## src/rtl/dsm_pkg.sv

```systemverilog
// Shared types and helpers for the multi-channel delta-sigma modulator.
// Loop order selection and the error saturation rule used by the second-order loop.
package dsm_pkg;

    typedef enum logic {
        ORDER1 = 1'b0,
        ORDER2 = 1'b1
    } order_e;

    // Clamp v to the signed (depth+1)-bit range [-2^depth, 2^depth-1].
    function automatic int err_sat(int v, int unsigned depth);
        int hi;
        int lo;
        hi = (1 << depth) - 1;
        lo = -(1 << depth);
        if (v > hi) begin
            return hi;
        end else if (v < lo) begin
            return lo;
        end
        return v;
    endfunction

endpackage

```

## src/rtl/dsm_core.sv

```systemverilog
// One modulator channel: quantiser, first/second-order error feedback and output flops.
// State advances only on tick; clear forces outputs low and zeroes the error history.
module dsm_core
    import dsm_pkg::*;
#(
    parameter int unsigned DEPTH = 8
) (
    input  logic             clk,
    input  logic             reset_n,
    input  logic [DEPTH-1:0] x,
    input  logic             tick,
    input  logic             clear,
    input  order_e           order,
    output logic             out_p,
    output logic             out_n
);

    localparam int unsigned VW = DEPTH + 4;
    localparam int unsigned EW = DEPTH + 1;
    localparam logic signed [VW-1:0] HALF = VW'(1) <<< (DEPTH - 1);
    localparam logic signed [VW-1:0] FULL = VW'(1) <<< DEPTH;

    logic signed [EW-1:0] e1_q, e1_d;
    logic signed [EW-1:0] e2_q, e2_d;
    logic                 p_q, p_d;
    logic                 n_q, n_d;
    logic signed [VW-1:0] v;
    logic signed [VW-1:0] e_raw;
    logic                 y;

    always_comb begin
        if (order == ORDER2) begin
            v = $signed({{4{1'b0}}, x}) + (VW'(e1_q) <<< 1) - VW'(e2_q);
        end else begin
            v = $signed({{4{1'b0}}, x}) + VW'(e1_q);
        end
        y     = (v >= HALF);
        e_raw = y ? (v - FULL) : v;
    end

    always_comb begin
        e1_d = e1_q;
        e2_d = e2_q;
        p_d  = p_q;
        n_d  = n_q;
        if (clear) begin
            e1_d = '0;
            e2_d = '0;
            p_d  = 1'b0;
            n_d  = 1'b0;
        end else if (tick) begin
            p_d = y;
            n_d = ~y;
            if (order == ORDER2) begin
                // Saturate so a full-scale input cannot wrap the error history.
                e2_d = e1_q;
                e1_d = EW'(err_sat(int'(e_raw), DEPTH));
            end else begin
                e1_d = EW'(e_raw);
            end
        end
    end

    always_ff @(posedge clk or negedge reset_n) begin
        if (!reset_n) begin
            e1_q <= '0;
            e2_q <= '0;
            p_q  <= 1'b0;
            n_q  <= 1'b0;
        end else begin
            e1_q <= e1_d;
            e2_q <= e2_d;
            p_q  <= p_d;
            n_q  <= n_d;
        end
    end

    assign out_p = p_q;
    assign out_n = n_q;

endmodule

```

## src/rtl/dsm_nch.sv

```systemverilog
// Multi-channel 1-bit delta-sigma modulator with update prescaler and a shared
// valid/ready write port feeding per-channel shadow/active sample buffers.
module dsm_nch
    import dsm_pkg::*;
#(
    parameter int unsigned CH    = 4,
    parameter int unsigned DEPTH = 8,
    parameter int unsigned DIV   = 1
) (
    input  logic                                  clk,
    input  logic                                  reset_n,
    input  logic                                  enable,
    input  logic                                  order_sel,
    input  logic                                  in_valid,
    input  logic [((CH > 1) ? $clog2(CH) : 1)-1:0] in_ch,
    input  logic [DEPTH-1:0]                      in_data,
    output logic                                  in_ready,
    output logic [CH-1:0]                         dsm_out_p,
    output logic [CH-1:0]                         dsm_out_n
);

    localparam int unsigned CHW = (CH > 1) ? $clog2(CH) : 1;
    localparam int unsigned CW  = (DIV > 1) ? $clog2(DIV) : 1;
    localparam logic [CW-1:0] CNT_MAX = CW'(DIV - 1);

    logic [CW-1:0]               cnt_q, cnt_d;
    logic                        tick;
    order_e                      order_q, order_d;
    logic [CH-1:0][DEPTH-1:0]    shadow_q, shadow_d;
    logic [CH-1:0][DEPTH-1:0]    active_q, active_d;
    logic [CH-1:0]               pend_q, pend_d;
    logic [CH-1:0][DEPTH-1:0]    x;

    always_comb begin
        if (!enable || cnt_q == CNT_MAX) begin
            cnt_d = '0;
        end else begin
            cnt_d = cnt_q + 1'b1;
        end
        tick    = enable && (cnt_q == CNT_MAX);
        order_d = enable ? order_q : order_e'(order_sel);
    end

    // Out-of-range channels report ready and their writes fall through unmatched.
    always_comb begin
        in_ready = 1'b1;
        for (int i = 0; i < CH; i++) begin
            if (in_ch == CHW'(i)) begin
                in_ready = ~pend_q[i];
            end
        end
    end

    // Tick consumes pending samples first, so a same-edge write re-arms pend.
    always_comb begin
        shadow_d = shadow_q;
        active_d = active_q;
        pend_d   = pend_q;
        for (int i = 0; i < CH; i++) begin
            x[i] = pend_q[i] ? shadow_q[i] : active_q[i];
            if (tick) begin
                active_d[i] = x[i];
                pend_d[i]   = 1'b0;
            end
            if (in_valid && in_ch == CHW'(i) && !pend_q[i]) begin
                shadow_d[i] = in_data;
                pend_d[i]   = 1'b1;
            end
        end
    end

    always_ff @(posedge clk or negedge reset_n) begin
        if (!reset_n) begin
            cnt_q    <= '0;
            order_q  <= ORDER1;
            shadow_q <= '0;
            active_q <= '0;
            pend_q   <= '0;
        end else begin
            cnt_q    <= cnt_d;
            order_q  <= order_d;
            shadow_q <= shadow_d;
            active_q <= active_d;
            pend_q   <= pend_d;
        end
    end

    for (genvar g = 0; g < CH; g++) begin : g_ch
        dsm_core #(
            .DEPTH (DEPTH)
        ) u_core (
            .clk     (clk),
            .reset_n (reset_n),
            .x       (x[g]),
            .tick    (tick),
            .clear   (~enable),
            .order   (order_q),
            .out_p   (dsm_out_p[g]),
            .out_n   (dsm_out_n[g])
        );
    end

endmodule

```

## config.mk

```make
export PLATFORM = sky130hd
export DESIGN_NAME = dsm_nch
export DESIGN_NICKNAME = d
export VERILOG_FILES = /design/src/rtl/dsm_pkg.sv /design/src/rtl/dsm_core.sv /design/src/rtl/dsm_nch.sv
export SDC_FILE = /design/constraint.sdc
export NUM_CORES = 1
export LEC_CHECK = 0
export CORE_MARGIN = 3
export CORE_UTILIZATION = 50
export DETAILED_ROUTE_END_ITERATION = 7
export GPL_TIMING_DRIVEN = 1
export PLACE_DENSITY = 0.65
export SLEW_MARGIN = 10
export SYNTH_ARGS = -nofsm -noshare
export SYNTH_HDL_FRONTEND = slang
export SYNTH_HIERARCHICAL = 1
export SYNTH_SLANG_ARGS = --single-unit
```

## constraint.sdc

```tcl
create_clock -name clk -period 15.4 [get_ports clk]
set_input_delay 3.08 -clock clk [delete_from_list [all_inputs] [get_ports clk]]
set_output_delay 3.08 -clock clk [all_outputs]
set_load 0.02 [all_outputs]
```

# Yosys cells after proc, flatten, opt, wreduce, memory -nomap -nowiden

Index checks and enable logic that the tools add are counted.

Register bits: 150
Word-level logic and storage cells: 188
Input port bits: 15
Output and inout bits: 9

Equality and inequality tests: 5
$add $sub $neg: 17
Reductions and logical operators: 21
Bitwise gates (word level): 9
Order comparisons: 12
Multiplexer cells: 94

Operator list:

| cell                                                         | count |
|---|---|
| two-way mux 9 bit                                            | 36 |
| two-way mux 12 bit                                           | 8 |
| >= comparator 12 x 9 -> 1 bit (second input constant)        | 4 |
| > comparator 12 x 9 -> 1 bit (second input constant)         | 4 |
| less-than comparator 12 x 9 -> 1 bit (second input constant) | 4 |
| subtractor 11 x 9 -> 12 bit                                  | 4 |
| subtractor 12 x 10 -> 12 bit (second input constant)         | 4 |
| two-way mux 1 bit                                            | 46 |
| adder 9 x 10 -> 11 bit                                       | 4 |
| adder 9 x 9 -> 10 bit                                        | 4 |
| two-way mux 8 bit                                            | 4 |
| logical AND 1 bit                                            | 9 |
| inverter 1 bit                                               | 9 |
| nonzero test 2 bit                                           | 4 |
| logical NOT 1 bit                                            | 5 |
| == test 2 bit (second input constant)                        | 2 |
| != test 2 x 1 -> 1 bit (second input constant)               | 2 |
| == test 2 x 1 -> 1 bit (second input constant)               | 1 |
| logical NOT 2 bit                                            | 1 |
| AND reduction 2 bit                                          | 1 |
| adder 1 bit (second input constant)                          | 1 |
| logical OR 1 bit                                             | 1 |

# Longest topological paths before layout

Gate-level depths: netlist of the first run.

Depth after elaboration: 16
Depth in mapped cells: 21

# Cells and area by module

Netlist of the first run, hierarchy kept.

Modules (own cells, without submodules):

| module                     | cells an instance | area each (um2) | sequential area each (um2) | instances |
|---|---|---|---|---|
| dsm_nch                    | 193               | 3045.4          | 1751.7                     | 1 |
| dsm_core at g_ch[1].u_core | 276               | 2328.5          | 500.5                      | 1 |
| dsm_core at g_ch[3].u_core | 271               | 2296.0          | 500.5                      | 1 |
| dsm_core at g_ch[2].u_core | 271               | 2292.2          | 500.5                      | 1 |
| dsm_core at g_ch[0].u_core | 255               | 2187.1          | 500.5                      | 1 |

# Worst setup path after synthesis of the first run

Ideal clock, no wire load.

Kind: input-to-output
From: input port in_ch[0] (netlist bit)
To: output port in_ready
Arrival: 3.751 ns
Setup slack: 8.569 ns
Stages: 2
Path buffers: 0
Cells stage by stage: mux4_1 -> inv_1

Word-level cells in the longest chain between the ends: 5

Ends and longest elaborated chain:

| what                           | line          | text |
|---|---|---|
| start, declared                | dsm_nch.sv:15 | `input logic [((CH > 1) ? $clog2(CH) : 1)-1:0] in_ch,` |
| logical NOT 2 bit              | dsm_nch.sv:48 | `if (in_ch == CHW'(i)) begin` |
| two-way mux 1 bit (3 in a row) | dsm_nch.sv:48 |  |
| two-way mux 1 bit (*)          | dsm_nch.sv:48 |  |
| end, declared                  | dsm_nch.sv:17 | `output logic in_ready,` |

Every way passes the cells marked *; elsewhere a longest branch is shown, timed or not.

# Final worst setup path of the first run

Ends and elaborated chain as after synthesis.

==> flow_summary_export.csv, run 1 <==
group,metric,value,unit
route,viasPerCell,5.844,
synthesis,synth.most_common_cell,"dfrtp_1",
cts,clkSinkCount,150,
placed_design,gp_congestion,0.8499,
cells_and_area,fillers,2184,
sta,min_period,8007,ps
synthesis,netlist.area_leader.share,0.3090,
sta,setup_tns,0,ps
cells_and_area,n_antenna_cell,0,
route,avgRoutedWirePerCell,17.69,um
sta,finalClockSkew,9.687,ps
global_route,grt_pass1_wl,48.73,mm
global_route,grt_pass1_vias,9563,
critical_path,cp-start-kind,"input pin",
critical_path,path_class,"input pin to output pin",
route,vias,9386,
synthesis,synth_cells,1266,
placed_design,place_ws,7392,ps
critical_path,max_stage_delay,610,ps
cells_and_area,finalNetCount,1420,
floorplanning,dieArea,26210,sq um
floorplanning,core_area,23680,sq um
synthesis,synth-edff-count,0,
critical_path,r2r_cells,18,
cells_and_area,drive_gt1_frac,0.1570,
critical_path,cp-end-kind,"output pin",
synthesis,ys.flop_type,"dfrtp_1",
cts,cts_tree,"built",
cts,cts_setup_buffers,0,
cts,hold_buffers,0,
cts,cts_root_buffer,"clkbuf_16",
synthesis,yosys-top-cells-count,"dfrtp_1, inv_1, nand2_1, mux2_2, ha_1",
synthesis,syn_nets,1409,
synthesis,ys_warn_count,6,
route,drt_wl_total,28.42,mm
sta,min_period_over_period,0.5199,
synthesis,synth-seq-cells,150,
critical_path,reg2reg_from,"pend_q[2]$_DFFE_PN0P_",
placed_design,port_buffers,23,
sta,worst_pin_slew,918.6,ps
outcome,status,"finished clean",
synthesis,syn_avg_cell_area,9.596,sq um
cts,clk_latency,420,ps
sta,slew_violations,0,
sta,setup_viol,0,
route,firstDrtPassIters,6,
synthesis,synth_top_cell_by_area,"dfrtp_1",
critical_path,critPathArrivalTime,4930,ps
run,drv_cap,0,
route,drc,0,
cts,numCtsBuffers,17,
sta,hold_viol_final,0,
min_path,worstHoldStart,"active_q[16]$_DFFE_PN0P_",
synthesis,seq_area_frac_synth,0.3090,
global_route,grt_max_degree,82,
global_route,antenna_found_initial,0,
sta,layout_setup_ws,7393,ps
critical_path,cp_common_cell,"clkdlybuf4s50_1",
critical_path,worstPathMaxFanout,5,
cells_and_area,syn2layout_area_growth,9.351,%
cts,cts_resized,0,
sta,rsz0062_at_grt,"false",
min_path,min_path_type,"flip-flop to flip-flop",
placed_design,dp_hpwl,20.81,mm
floorplanning,rows,56,
cts,htree_levels,4,
floorplanning,ios,24,
route,ant_nets,0,
global_route,track_usage,0.2264,
critical_path,path_cells,"clkdlybuf4s50_1, mux4_1, inv_1, clkdlybuf4s50_1",
sta,maxSlewHeadroom,0.3876,
critical_path,critPathSlowestCell,"clkdlybuf4s50_1",
cts,clk_pin_slew_worst_paths,50,ps
floorplanning,die_x,161.9,um
critical_path,cp-startpoint,"in_ch[0]",
global_route,gr-total-overflow,0,
critical_path,critPathRequiredTime,12320,ps
floorplanning,initial_core_util,0.5130,
synthesis,yosys-top-cells-area,"dfrtp_1, ha_1, mux2_2",
synthesis,async_flop_share,1.000,
cts,clock_path_buffers,2,
route,initialDrtViolationCount,624,
sta,fmax,0.1249,GHz
min_path,min_path_cells,1,
floorplanning,die_height,161.9,um
synthesis,synth_cell_types,102,
synthesis,netlist_area,12150,sq um
## layout by cell type (no fill, tap or decap), drive strengths merged, types with 16 or more instances in the layout
master / netlist / routed
inv: 144 / 145
a211oi: 26 / 26
a21o: 32 / 32
a21oi: 89 / 89
fa: 36 / 36
nand3: 19 / 19
nand2b: 20 / 20
mux2: 99 / 99
clkdlybuf4s50: 0 / 22
dfrtp: 150 / 150
nor2: 67 / 67
o211ai: 19 / 19
nand2: 114 / 114
clkbuf: 26 / 22
ha: 92 / 92
nor3: 16 / 16
xnor2: 29 / 29
o21ai: 41 / 41
## worst paths after layout
kind | end | slack [ps]
max | in_ready | 7390
min | active_q[16]$_DFFE_PN0P_ | 500
max reg2reg | g_ch[2].u_core/e1_q[2]$_DFFE_PN0P_ | 9650
min reg2reg | active_q[16]$_DFFE_PN0P_ | 500
max in group asynchronous | g_ch[0].u_core/out_n$_DFFE_PN0P_ | 11310
min in group asynchronous | g_ch[3].u_core/e1_q[5]$_DFFE_PN0P_ | 2680
## through the flow
stage / std cells / utilization / cell area (sq um) / hold WS, ps
4_1_cts: 1606 / 0.5610 / 13290 / 506.3
3_5_place_dp: 1577 / 0.5344 / 12660 / 490.1
6_report: 1606 / 0.5610 / 13290 / 501.6
2_1_floorplan: 1266 / - / 12150 / 475.4
3_3_place_gp: 1577 / 0.5344 / 12660 / 482.0
5_1_grt: 1606 / 0.5610 / 13290 / 516.9
## worst max-delay path: cells and delay by family
kind | cells | cell delay, ps
mux | 1 | 570
buf+inv | 3 | 1280
## layout make-up
cell class | instances | area, sq um | area share
Clock inverter | 7 | 143.9 | 0.01083
Clock buffer | 22 | 484.2 | 0.03645
Sequential cell | 150 | 3757 | 0.2828
Inverter | 147 | 551.8 | 0.04153
Tap cell | 319 | 399.1 | 0.03004
Multi-Input combinational cell | 933 | 7680 | 0.5781
Timing Repair Buffer | 28 | 269.0 | 0.02025
## logic make-up after synthesis
kind of cell,after synthesis,synth area share
simple gates,312,0.1301
xor+xnor,43,0.03100
fa+ha+maj,128,0.1541
mux,111,0.1030
other cells,1,0.0003087
compound gates,338,0.2132
buf+inv,183,0.05942
flops,150,0.3090
## routing by layer
metal / routed length [um] / track usage
met1: 13840 / 0.3241
met2: 13280 / 0.3663
met3: 1145 / 0.04055
met4: 153 / 0.03916
met5: 0 / 0
## state kept, by name, indices dropped and copies added, names as in the netlist
| signal | cells |
|---|---|
| active_q | 32 |
| g_ch.u_core/out_n | 4 |
| cnt_q | 1 |
| g_ch.u_core/e1_q | 36 |
| g_ch.u_core/out_p | 4 |
| pend_q | 4 |
| order_q | 1 |
| g_ch.u_core/e2_q | 36 |
| shadow_q | 32 |
Power of run 1 is left out: the tool's default activity adds up to more than one toggle a clock period on the data nets, which glitch-free logic cannot reach.
==> run 2, diff against run 1 <==
Settings changed: PLACE_DENSITY 0.65 to 0.68.
Clock period 15.4 ns to 7.3 ns, I/O delays scaled along.
==> flow_summary_export.csv, run 2 (synthesis gave the netlist of run 1 again) <==
group,metric,value,unit
placed_design,gp_congestion,0.9049,
global_route,grt_pass1_wl,48.58,mm
critical_path,r2r-end,"g_ch[3].u_core/e1_q[2]$_DFFE_PN0P_",
outcome,status,"finished clean",
sta,min_period,5507,ps
sta,fmax,0.1816,GHz
critical_path,critPathArrivalTime,5810,ps
critical_path,r2r_slack,1790,ps
route,initialDrtViolationCount,638,
critical_path,critical_path_buf_inv_count,1,
route,avgRoutedWirePerCell,18.09,um
min_path,whs_endpoint,"active_q[24]$_DFFE_PN0P_",
cts,clk_latency,430,ps
run,drv_cap,0,
cts,numCtsBuffers,17,
critical_path,reg2reg_from,"pend_q[3]$_DFFE_PN0P_",
cells_and_area,syn2layout_area_growth,8.795,%
route,viasPerCell,5.910,
floorplanning,die_x,161.9,um
sta,setup_viol,0,
sta,maxSlewHeadroom,0.2073,
cts,cts_resized,0,
route,firstDrtPassIters,6,
cells_and_area,finalNetCount,1420,
global_route,grt_max_degree,80,
cells_and_area,n_antenna_cell,0,
global_route,track_usage,0.2279,
floorplanning,initial_core_util,0.5130,
critical_path,r2r_cells,18,
cts,cts_setup_buffers,0,
cts,clkSinkCount,150,
critical_path,path_cells,"mux2_2, fa_1, ha_1, fa_1, a21o_1, a221o_1, a21o_1, a211oi_1, o31a_1, ha_1, inv_1, a211o_1, o221a_2, nand2_1, a31oi_1, or3_4, a211oi_1, o31ai_1",
cts,hold_buffers,0,
route,drc,0,
critical_path,critPathRequiredTime,7600,ps
cts,cts_tree,"built",
placed_design,port_buffers,23,
route,ant_nets,0,
floorplanning,die_height,161.9,um
cts,clk_pin_slew_worst_paths,60,ps
critical_path,max_stage_delay,630,ps
cells_and_area,final_cell_mix,"dfrtp_1, inv_1, nand2_1, mux2_2, ha_1",
floorplanning,dieArea,26210,sq um
global_route,antenna_found_initial,0,
cells_and_area,drive_gt1_frac,0.1581,
cts,cts_root_buffer,"clkbuf_16",
min_path,min_path_cells,1,
route,vias,9509,
sta,worst_pin_slew,1172,ps
global_route,grt_pass1_vias,9541,
critical_path,crit_family,"compound AO/OA/AOI/OAI gates",
critical_path,cp-start-kind,"flip-flop",
min_path,min_path_type,"flip-flop to flip-flop",
floorplanning,ios,24,
route,drt_wl_total,29.11,mm
floorplanning,rows,56,
sta,hold_viol_final,0,
cells_and_area,top_regs,"g_ch.u_core/e1_q x36, g_ch.u_core/e2_q x36",
sta,setup_tns,0,ps
floorplanning,core_area,23680,sq um
cts,htree_levels,4,
cells_and_area,fillers,2145,
sta,finalClockSkew,15.58,ps
cts,clock_path_buffers,2,
global_route,gr-total-overflow,0,
sta,slew_violations,0,
cells_and_area,layout_commonest_cell,"dfrtp_1",
critical_path,cp-end-kind,"flip-flop",
sta,rsz0062_at_grt,"false",
critical_path,path_class,"flip-flop to flip-flop",
min_path,worstHoldStart,"active_q[24]$_DFFE_PN0P_",
critical_path,critPathSlowestCell,"dfrtp_1",
critical_path,worstPathMaxFanout,12,
sta,min_period_over_period,0.7544,
placed_design,dp_hpwl,21.44,mm
-- run 2: cell count changes in the layout (fill, tap and decap cells not counted), sizes merged --
cell,previous run,this run
clkbuf,22,21
inv,145,146
bufinv,4,1
clkinv,3,9
-- run 2: metrics by stage --
stage               hold WS (ps)  setup slack (ps)    util  cell area [sq um]  std cells
floorplan                  475.4              2140       -              12150       1266
global placement           482.6              1966  0.5344              12660       1577
detailed placement         490.4              1794  0.5344              12660       1577
CTS                        506.0              1790  0.5581              13220       1609
global route               512.0              1478  0.5581              13220       1609
finish                     500.5              1793  0.5581              13220       1609
-- run 2: worst max path at each step --
stage / start / to / slack [ps] / depth (start not counted)
finish: pend_q[3]$_DFFE_PN0P_ / g_ch[3].u_core/e1_q[2]$_DFFE_PN0P_ / 1790 / 18
global route: pend_q[3]$_DFFE_PN0P_ / g_ch[3].u_core/e1_q[8]$_DFFE_PN0P_ / 1480 / 18
CTS: pend_q[3]$_DFFE_PN0P_ / g_ch[3].u_core/e1_q[2]$_DFFE_PN0P_ / 1790 / 18
detailed placement: pend_q[3]$_DFFE_PN0P_ / g_ch[3].u_core/e1_q[2]$_DFFE_PN0P_ / 1790 / 18
global placement: pend_q[3]$_DFFE_PN0P_ / g_ch[3].u_core/e1_q[2]$_DFFE_PN0P_ / 1970 / 18
floorplan: pend_q[2]$_DFFE_PN0P_ / g_ch[2].u_core/e1_q[2]$_DFFE_PN0P_ / 2140 / 19
-- run 2: area by class of cell --
cell class,instances,area (sq um),share of cell area
Clock buffer,21,460.4,0.03484
Clock inverter,11,100.1,0.007573
Inverter,147,551.8,0.04175
Multi-Input combinational cell,933,7680,0.5810
Sequential cell,150,3757,0.2843
Tap cell,319,399.1,0.03020
Timing Repair Buffer,28,269.0,0.02035
-- run 2: routing by layer --
metal | part of all wire | track usage | vias to the layer above
li1 | - | - | 4567
met1 | 0.46 | 0.3176 | 4673
met2 | 0.47 | 0.3743 | 220
met3 | 0.045 | 0.03417 | 49
met4 | 0.020 | 0.05933 | 0
met5 | 0 | 0 | -
Power of run 2 is left out for the same reason.
==> run 3, diff against run 2 <==
Settings changed: PLACE_DENSITY 0.68 to 0.65.
Clock period 7.3 ns to 5.1 ns, I/O delays scaled along.
==> flow_summary_export.csv, run 3 (synthesis gave the netlist of run 1 again) <==
group,metric,value,unit
floorplanning,dieArea,26210,sq um
global_route,antenna_found_initial,0,
sta,finalClockSkew,9.036,ps
critical_path,path_class,"flip-flop to flip-flop",
route,vias,9547,
cts,clock_path_buffers,2,
route,avgRoutedWirePerCell,17.83,um
sta,min_period,4952,ps
cells_and_area,top_regs,"g_ch.u_core/e1_q x36, g_ch.u_core/e2_q x36",
cells_and_area,finalNetCount,1454,
cts,htree_levels,4,
route,ant_nets,0,
cells_and_area,final_cell_mix,"dfrtp_1, inv_1, nand2_1, mux2_2, ha_1",
placed_design,placed_cells,1604,
sta,fmax,0.2020,GHz
cells_and_area,syn2layout_area_growth,13.10,%
placed_design,gp_congestion,0.8793,
critical_path,critPathRequiredTime,5420,ps
placed_design,port_buffers,23,
sta,hold_viol_final,0,
min_path,min_path_type,"flip-flop to flip-flop",
critical_path,cp-end-kind,"flip-flop",
cts,cts_root_buffer,"clkbuf_16",
cells_and_area,drive_gt1_frac,0.1986,
route,initialDrtViolationCount,565,
cts,clkSinkCount,150,
run,drv_cap,0,
floorplanning,core_area,23680,sq um
cells_and_area,n_antenna_cell,0,
sta,min_period_over_period,0.9709,
cells_and_area,layout_commonest_cell,"dfrtp_1",
floorplanning,ios,24,
critical_path,worstPathMaxFanout,7,
route,viasPerCell,5.811,
sta,slew_violations,0,
global_route,track_usage,0.2242,
global_route,grt_pass1_wl,48.22,mm
placed_design,dp_hpwl,21.61,mm
floorplanning,initial_core_util,0.5130,
route,drt_wl_total,29.30,mm
sta,worst_pin_slew,1097,ps
cts,cts_tree,"built",
cts,clk_latency,420,ps
sta,worst_hold_slack,500.3,ps
critical_path,critPathArrivalTime,5270,ps
critical_path,cp-start-kind,"flip-flop",
cells_and_area,stdcell_count,1643,
outcome,status,"finished clean",
floorplanning,die_x,161.9,um
global_route,grt_pass1_vias,9378,
floorplanning,rows,56,
cts,clk_pin_slew_worst_paths,60,ps
cts,numCtsBuffers,17,
floorplanning,die_height,161.9,um
sta,maxSlewHeadroom,0.2582,
route,firstDrtPassIters,5,
route,drc,0,
global_route,grt_max_degree,89,
critical_path,r2r_slack,150,ps
sta,setup_viol,0,
global_route,gr-total-overflow,0,
==> run 3: changes by cell type in the layout (fill, tap and decap cells not counted), moves of 3 or more <==
cell       before  now
buf_4           5   38
ha_1           92   86
a211oi_1       21   16
ha_2            0    5
a211oi_2        4    8
bufinv_16       1    5
clkinv_2        4    1
==> run 3: cell type report <==
type | instances | area (sq um)
clock buffers | 21 | 450.4
inverters | 147 | 551.8
well taps | 319 | 399.1
clock inverters | 11 | 197.7
flip-flops and latches | 150 | 3757
repair buffers | 62 | 536.8
multi-input cells | 933 | 7848
fillers | 2101 | 9942
==> run 3: timing repair <==
action / CTS / global route
hold buffers: 0 / 0
buffers inserted: 1 / 6
endpoints found under the setup margin: 4 / 26
pin swaps: 2 / 22
resized for setup: 4 / 32
==> run 3: path summary, 6_finish.rpt <==
kind,start,end,cells after the start
max,pend_q[2]$_DFFE_PN0P_,g_ch[2].u_core/e1_q[4]$_DFFE_PN0P_,19
min,active_q[0]$_DFFE_PN0P_,active_q[0]$_DFFE_PN0P_,1
max in group asynchronous,reset_n,g_ch[2].u_core/e1_q[4]$_DFFE_PN0P_,2
max reg2reg,pend_q[2]$_DFFE_PN0P_,g_ch[2].u_core/e1_q[4]$_DFFE_PN0P_,19
min reg2reg,active_q[0]$_DFFE_PN0P_,active_q[0]$_DFFE_PN0P_,1
min in group asynchronous,reset_n,g_ch[3].u_core/e2_q[8]$_DFFE_PN0P_,1
==> run 3: metrics by stage <==
| stage | TNS, ps | setup slack (ps) | area, sq um | utilization |
|---|---|---|---|---|
| finish | 0 | 148.3 | 13740 | 0.5802 |
| global route | -616.8 | -68.19 | 13740 | 0.5802 |
| CTS | -1.062 | -1.062 | 13550 | 0.5721 |
| detailed placement | 0 | 6.143 | 12870 | 0.5435 |
| global placement | 0 | 128.9 | 12870 | 0.5435 |
| floorplan | 0 | 72.29 | 12150 | - |
==> run 3: per-layer routing <==
| metal | vias to the layer above | global-route usage | routed length [um] |
|---|---|---|---|
| met4 | 0 | 0.05118 | 403 |
| li1 | 4633 | - | - |
| met2 | 210 | 0.3672 | 13890 |
| met1 | 4679 | 0.3148 | 13970 |
| met3 | 25 | 0.03571 | 1039 |
| met5 | - | 0 | 0 |
==> run 3: worst max-delay path, stage by stage, from the launching register on <==
cell and delay, ps:
dfrtp_1 420, buf_4 180, mux2_2 250, inv_1 60, fa_1 540, inv_1 40, ha_1 340, a21o_1 200
a221o_1 360, a21o_1 210, a211oi_2 260, o31a_1 250, ha_2 220, inv_1 40, a211o_1 230, o221a_4 280
a32o_2 290, a21oi_4 260, o211ai_1 150, a311oi_1 270
Power of run 3 is left out for the same reason.
